--- config.mk ---
export PLATFORM = sky130hd
export DESIGN_NAME = main_rx_flat
export DESIGN_NICKNAME = d
export VERILOG_FILES = /design/src/rtl/main_rx_if.sv /design/src/rtl/main_rx.sv /design/src/flat_wrapper.sv
export SDC_FILE = /design/constraint.sdc
export NUM_CORES = 1
export LEC_CHECK = 0
export CORE_UTILIZATION = 49
export CTS_CLUSTER_DIAMETER = 30
export DETAILED_ROUTE_END_ITERATION = 8
export PLACE_DENSITY = 0.73
export SYNTH_ARGS = -nofsm -noshare
export SYNTH_HDL_FRONTEND = slang
export SYNTH_SLANG_ARGS = --single-unit
--- constraint.sdc ---
create_clock -name baud_clk -period 1.8 [get_ports baud_clk]
set_input_delay 0.18 -clock baud_clk [delete_from_list [all_inputs] [get_ports baud_clk]]
set_output_delay 0.18 -clock baud_clk [all_outputs]
set_load 0.01 [all_outputs]
--- src/rtl/main_rx_if.sv ---
// Byte-side handshake of the UART receiver: held byte, status flags and the consumer's level ack.
interface main_rx_if #(
  parameter int DATA_BITS = 8
);
  logic                 rx_ack;
  logic [DATA_BITS-1:0] rx_data_out;
  logic                 receive_done_out;
  logic                 frame_error_out;
  logic                 overrun_out;

  modport master (
    input  rx_ack,
    output rx_data_out, receive_done_out, frame_error_out, overrun_out
  );

  modport slave (
    output rx_ack,
    input  rx_data_out, receive_done_out, frame_error_out, overrun_out
  );
endinterface

--- src/rtl/main_rx.sv ---
// UART 8N1 receiver with oversampled mid-bit majority voting, start-glitch rejection and a
// level-handshake output register (valid held until ack, overrun flagged when a byte is dropped).
module main_rx #(
  parameter int OVERSAMPLE = 16,
  parameter int DATA_BITS  = 8
) (
  input  logic      baud_clk,
  input  logic      reset,
  input  logic      rx_data_in,
  main_rx_if.master rx_if
);

  localparam int M      = OVERSAMPLE / 2;
  localparam int TICK_W = $clog2(OVERSAMPLE);
  localparam int IDX_W  = $clog2(DATA_BITS + 1);

  localparam logic [TICK_W-1:0] TICK_LAST = TICK_W'(OVERSAMPLE - 1);
  localparam logic [TICK_W-1:0] TICK_A    = TICK_W'(M - 1);
  localparam logic [TICK_W-1:0] TICK_B    = TICK_W'(M);
  localparam logic [TICK_W-1:0] TICK_DEC  = TICK_W'(M + 1);
  localparam logic [IDX_W-1:0]  IDX_LAST  = IDX_W'(DATA_BITS - 1);

  typedef enum logic [2:0] {IDLE, START, DATA, STOP, BREAK} state_t;

  state_t               state_q, state_d;
  logic                 rx_sync_p0, rx_sync_p1, rx_prev_p2;
  logic                 rx_s;
  logic [TICK_W-1:0]    tick_q;
  logic [IDX_W-1:0]     bit_idx_q;
  logic                 samp_a, samp_b;
  logic [DATA_BITS-1:0] shift_q;
  logic                 tick_run, decide, bit_val, shift_en, complete;

  function automatic logic majority3(input logic a, input logic b, input logic c);
    return (a & b) | (a & c) | (b & c);
  endfunction

  // stage: two-flop synchroniser plus one history flop for falling-edge detection
  always_ff @(posedge baud_clk or posedge reset) begin
    if (reset) begin
      rx_sync_p0 <= 1'b1;
      rx_sync_p1 <= 1'b1;
      rx_prev_p2 <= 1'b1;
    end else begin
      rx_sync_p0 <= rx_data_in;
      rx_sync_p1 <= rx_sync_p0;
      rx_prev_p2 <= rx_sync_p1;
    end
  end

  assign rx_s = rx_sync_p1;

  // stage: frame FSM
  always_ff @(posedge baud_clk or posedge reset) begin
    if (reset) state_q <= IDLE;
    else       state_q <= state_d;
  end

  always_comb begin
    state_d = state_q;
    case (state_q)
      IDLE:    if (!rx_s && rx_prev_p2) state_d = START;
      START:   if (decide) state_d = bit_val ? IDLE : DATA;
      DATA:    if (decide && bit_idx_q == IDX_LAST) state_d = STOP;
      STOP:    if (decide) state_d = bit_val ? IDLE : BREAK;
      BREAK:   if (rx_s) state_d = IDLE;
      default: state_d = IDLE;
    endcase
  end

  always_comb begin
    tick_run = (state_q == START) || (state_q == DATA) || (state_q == STOP);
    decide   = tick_run && (tick_q == TICK_DEC);
    bit_val  = majority3(samp_a, samp_b, rx_s);
    shift_en = decide && (state_q == DATA);
    complete = decide && (state_q == STOP);
  end

  // Tick keeps running across bit boundaries so every bit is timed from the start edge.
  always_ff @(posedge baud_clk or posedge reset) begin
    if (reset) begin
      tick_q    <= '0;
      bit_idx_q <= '0;
    end else begin
      if (tick_run && state_d != IDLE && state_d != BREAK)
        tick_q <= (tick_q == TICK_LAST) ? '0 : tick_q + 1'b1;
      else
        tick_q <= '0;

      if (state_q == START)
        bit_idx_q <= '0;
      else if (shift_en && bit_idx_q != IDX_LAST)
        bit_idx_q <= bit_idx_q + 1'b1;
    end
  end

  // stage: sample capture and deserialiser (data path, no reset)
  always_ff @(posedge baud_clk) begin
    if (tick_q == TICK_A) samp_a <= rx_s;
    if (tick_q == TICK_B) samp_b <= rx_s;
    if (shift_en) shift_q <= {bit_val, shift_q[DATA_BITS-1:1]};
  end

  // stage: output holding register and handshake
  always_ff @(posedge baud_clk or posedge reset) begin
    if (reset) begin
      rx_if.rx_data_out      <= '0;
      rx_if.receive_done_out <= 1'b0;
      rx_if.frame_error_out  <= 1'b0;
      rx_if.overrun_out      <= 1'b0;
    end else if (complete) begin
      // An ack landing with the new byte frees the register, so the byte is taken, not dropped.
      if (!rx_if.receive_done_out || rx_if.rx_ack) begin
        rx_if.rx_data_out      <= shift_q;
        rx_if.receive_done_out <= 1'b1;
        rx_if.frame_error_out  <= ~bit_val;
        rx_if.overrun_out      <= 1'b0;
      end else begin
        rx_if.overrun_out      <= 1'b1;
      end
    end else if (rx_if.rx_ack && rx_if.receive_done_out) begin
      rx_if.receive_done_out <= 1'b0;
      rx_if.frame_error_out  <= 1'b0;
      rx_if.overrun_out      <= 1'b0;
    end
  end

endmodule
--- src/flat_wrapper.sv ---
// flat-port wrapper written by rule: the top's interface ports become plain ports
module main_rx_flat 
#(
  parameter int OVERSAMPLE = 16,
  parameter int DATA_BITS  = 8
)
  (baud_clk, reset, rx_data_in, rx_if_rx_ack, rx_if_rx_data_out, rx_if_receive_done_out, rx_if_frame_error_out, rx_if_overrun_out);
  main_rx_if #(.DATA_BITS(DATA_BITS)) rx_if_i ();
  input  logic baud_clk;
  input  logic reset;
  input  logic rx_data_in;
  input wire logic [$bits(rx_if_i.rx_ack)-1:0] rx_if_rx_ack;
  output wire logic [$bits(rx_if_i.rx_data_out)-1:0] rx_if_rx_data_out;
  output wire logic [$bits(rx_if_i.receive_done_out)-1:0] rx_if_receive_done_out;
  output wire logic [$bits(rx_if_i.frame_error_out)-1:0] rx_if_frame_error_out;
  output wire logic [$bits(rx_if_i.overrun_out)-1:0] rx_if_overrun_out;
  assign rx_if_i.rx_ack = rx_if_rx_ack;
  assign rx_if_rx_data_out = rx_if_i.rx_data_out;
  assign rx_if_receive_done_out = rx_if_i.receive_done_out;
  assign rx_if_frame_error_out = rx_if_i.frame_error_out;
  assign rx_if_overrun_out = rx_if_i.overrun_out;
  main_rx #(.OVERSAMPLE(OVERSAMPLE), .DATA_BITS(DATA_BITS)) u_core (.baud_clk(baud_clk), .reset(reset), .rx_data_in(rx_data_in), .rx_if(rx_if_i));
endmodule
==> reports/metrics.yaml, run 1 <==
fp.dieH_um: 56.71
period_share_pct: 94.60
synth_cell_types: 34
path_clk_slew_ns: 0.11
crit_path_end: "u_core.bit_idx_q[3]"
hold_violations: 0
use_met3_pct: 6.912
path_max_fanout: 6
rsz0062_at_grt: "no"
layout_commonest_cell: "dfrtp_1"
met1_usage_pct: 19.39
timing.rr.end: "u_core.bit_idx_q[3]"
core_area_um2: 2805
seq_area_frac_synth_pct: 63.40
clock-skew-final_ns: 0.007475
r2r-start: "u_core.tick_q[1]"
dp_cells: 158
final_cell_mix: "dfrtp_1, clkdlybuf4s50_1, nor2_1, edfxtp_1"
drc: 8
r2r_slack_ns: 0.1
antenna_found_initial: 0
peakVddDrop_uv: 683.9
slew_violations: 0
drive_above_1_share_pct: 25.00
drv_cap: 0
gp_congestion: 0.7016
avgSynthCellArea_um2: 13.45
status: "finished, violations left"
placed_area_um2: 1668
syn_area_um2: 1466
grt_pass1_vias: 922
grt-ovfl-total: 0
io_buffers: 14
dp_hpwl_um: 1707
finalSetupViolCount: 0
hp-class: "in2async"
row_count: 19
drtAntennaViolNets: 0
violations: "design-rule violations"
r2r_cells: 7
grt.busiest_layer: "met2"
htreeDepth: 2
grt_pass1_wl_um: 4050
cts.sinks: 35
syn_to_final_growth_pct: 20.56
final_cell_area_um2: 1768
synthArstFlopShare_pct: 71.43
hold_slack_ns: 0.1809
nets: 143
cp.required_ns: 2.07
vias: 894
worstMarginPinSlew_ns: 0.3800
ys_warn_count: 0
numCtsBuffers: 5
dr.pass1.iters: 6
clk_path_buf_depth: 2
layout.cells.non_filler: 167
grtUsageMet2_pct: 28.06
max_freq_ghz: 0.5872
drt_iter0_markers: 30
crit_start: "u_core.tick_q[1]"
num_antenna_cells: 0
finalWorstSetupSlack_ns: 0.09713
io_pins: 15
end_kind: "flop"
crit_path_start_kind: "flop"
postCtsHoldBufs: 0
root_buffer: "clkbuf_4"
synth_fp_nets: 117
clock_latency_ns: 0.34
power_leakage_nw: 0.7897
synth_seq_cells: 35
gr-usage-all-layers_pct: 17.04
fin_crit_ns: 1.703
worst_ep_arrival_time_ns: 1.97
die_w_um: 56.71
power_per_cell_area_nw_per_um2: 1269
post-place-ws_ns: 0.06989
cts_tree: "done"
wl_per_cell_um: 14.01
setup_tns_ns: 0
grt_max_degree: 26
path_class: "reg2reg"
initial_core_util_pct: 52.27
slew_headroom_pct: 74.67
syn_inst: 109
wl_um: 2340
synth_edf_count: 10
die-area_um2: 3215
yosys_most_used_dff: "dfrtp_1"
viasPerCell: 5.353
==> worst max-delay path, stage by stage, from the launching register on <==
cell     delay, ns
dfrtp_1       0.41
inv_1         0.10
ha_1          0.14
and3b_2       0.21
buf_6         0.13
nand4_4       0.11
or3_1         0.37
a21oi_1       0.15
==> stage by stage <==
step | power (W) | utilization, %
after floorplan | 0.001460 | -
after global placement | 0.001644 | 59.46
after detailed placement | 0.001678 | 59.46
after CTS | 0.002240 | 62.36
after global routing | 0.002378 | 63.02
final | 0.002243 | 63.02
==> state kept, by name, summed over array words and instances (netlist names), 3 cells and up <==
name	flops
u_core.tick_q	4
u_core.rx_if.rx_data_out	8
u_core.state_q	3
u_core.bit_idx_q	4
u_core.shift_q	8
==> area by class of cell <==
class | instances | area, µm²
clock buffer | 5 | 37.54
tap | 31 | 38.79
inverter | 7 | 26.28
fill | 234 | 1037
sequential | 35 | 929.6
multi-input combinational | 65 | 495.5
clock inverter | 3 | 43.79
timing repair buffer | 21 | 196.4
==> what timing repair did <==
item	CTS	global route
setup endpoints to repair	0	16
gates resized for setup	0	3
buffers inserted	0	1
==> worst min-delay path by stage <==
stage / start / endpoint / slack [ns] / cells past startpoint
floorplan: rx_data_in / u_core.rx_sync_p0 / 0.18 / 0
global placement: u_core.rx_sync_p0 / u_core.rx_s / 0.35 / 0
detailed placement: u_core.rx_sync_p0 / u_core.rx_s / 0.35 / 0
CTS: reset / u_core.rx_if.rx_data_out[0] / 0.17 / 3
global route: reset / u_core.rx_if.rx_data_out[0] / 0.18 / 3
finish: reset / u_core.rx_if.rx_data_out[7] / 0.18 / 3
==> synthesized netlist by cell type, types with 2 or more instances <==
master | number | area share [%]
a21oi_1 | 8 | 2.7
a22oi_1 | 2 | 1.0
and3_1 | 2 | 0.85
buf_6 | 2 | 1.5
dfrtp_1 | 22 | 38
dfstp_2 | 3 | 5.4
edfxtp_1 | 10 | 20
ha_1 | 4 | 3.4
inv_1 | 7 | 1.8
mux2_2 | 8 | 6.1
mux2i_1 | 2 | 1.4
nand2_1 | 4 | 1.0
nor2_1 | 10 | 2.6
o21ai_0 | 4 | 1.4
or3_1 | 2 | 0.85
==> cell families (layout without fill, tap and decap cells) <==
kind of cell | Yosys count | count (layout) | share of synthesized area [%]
buffers and inverters | 9 | 36 | 3.328
adders and majority gates | 5 | 5 | 4.096
and+or+nand+nor | 30 | 30 | 12.88
AOI/OAI and AO/OA | 18 | 18 | 7.594
DFF | 35 | 35 | 63.40
muxes | 10 | 10 | 7.509
xor gates and xnor gates | 2 | 2 | 1.195
==> power by group <==
group	total [W]	internal [W]	switching, W
Sequential	0.00109	0.000950	0.000139
Clock	0.000556	0.000292	0.000264
Combinational	0.000598	0.000323	0.000275
Total	0.00224	0.00156	0.000678
==> metal layers <==
metal	wire length (µm)	part of all wire, %
met3	112	4.8
met4	48	2.1
met2	1184	51
met5	0	0
met1	994	42
Note: power is estimated with default switching activity, not from simulation.
==> inputs of run 2 (changes only) <==
CAP_MARGIN = 20   (was unset)
==> results of run 2 <==
The final DEF is identical to that of run 1; final timing and power are the same.
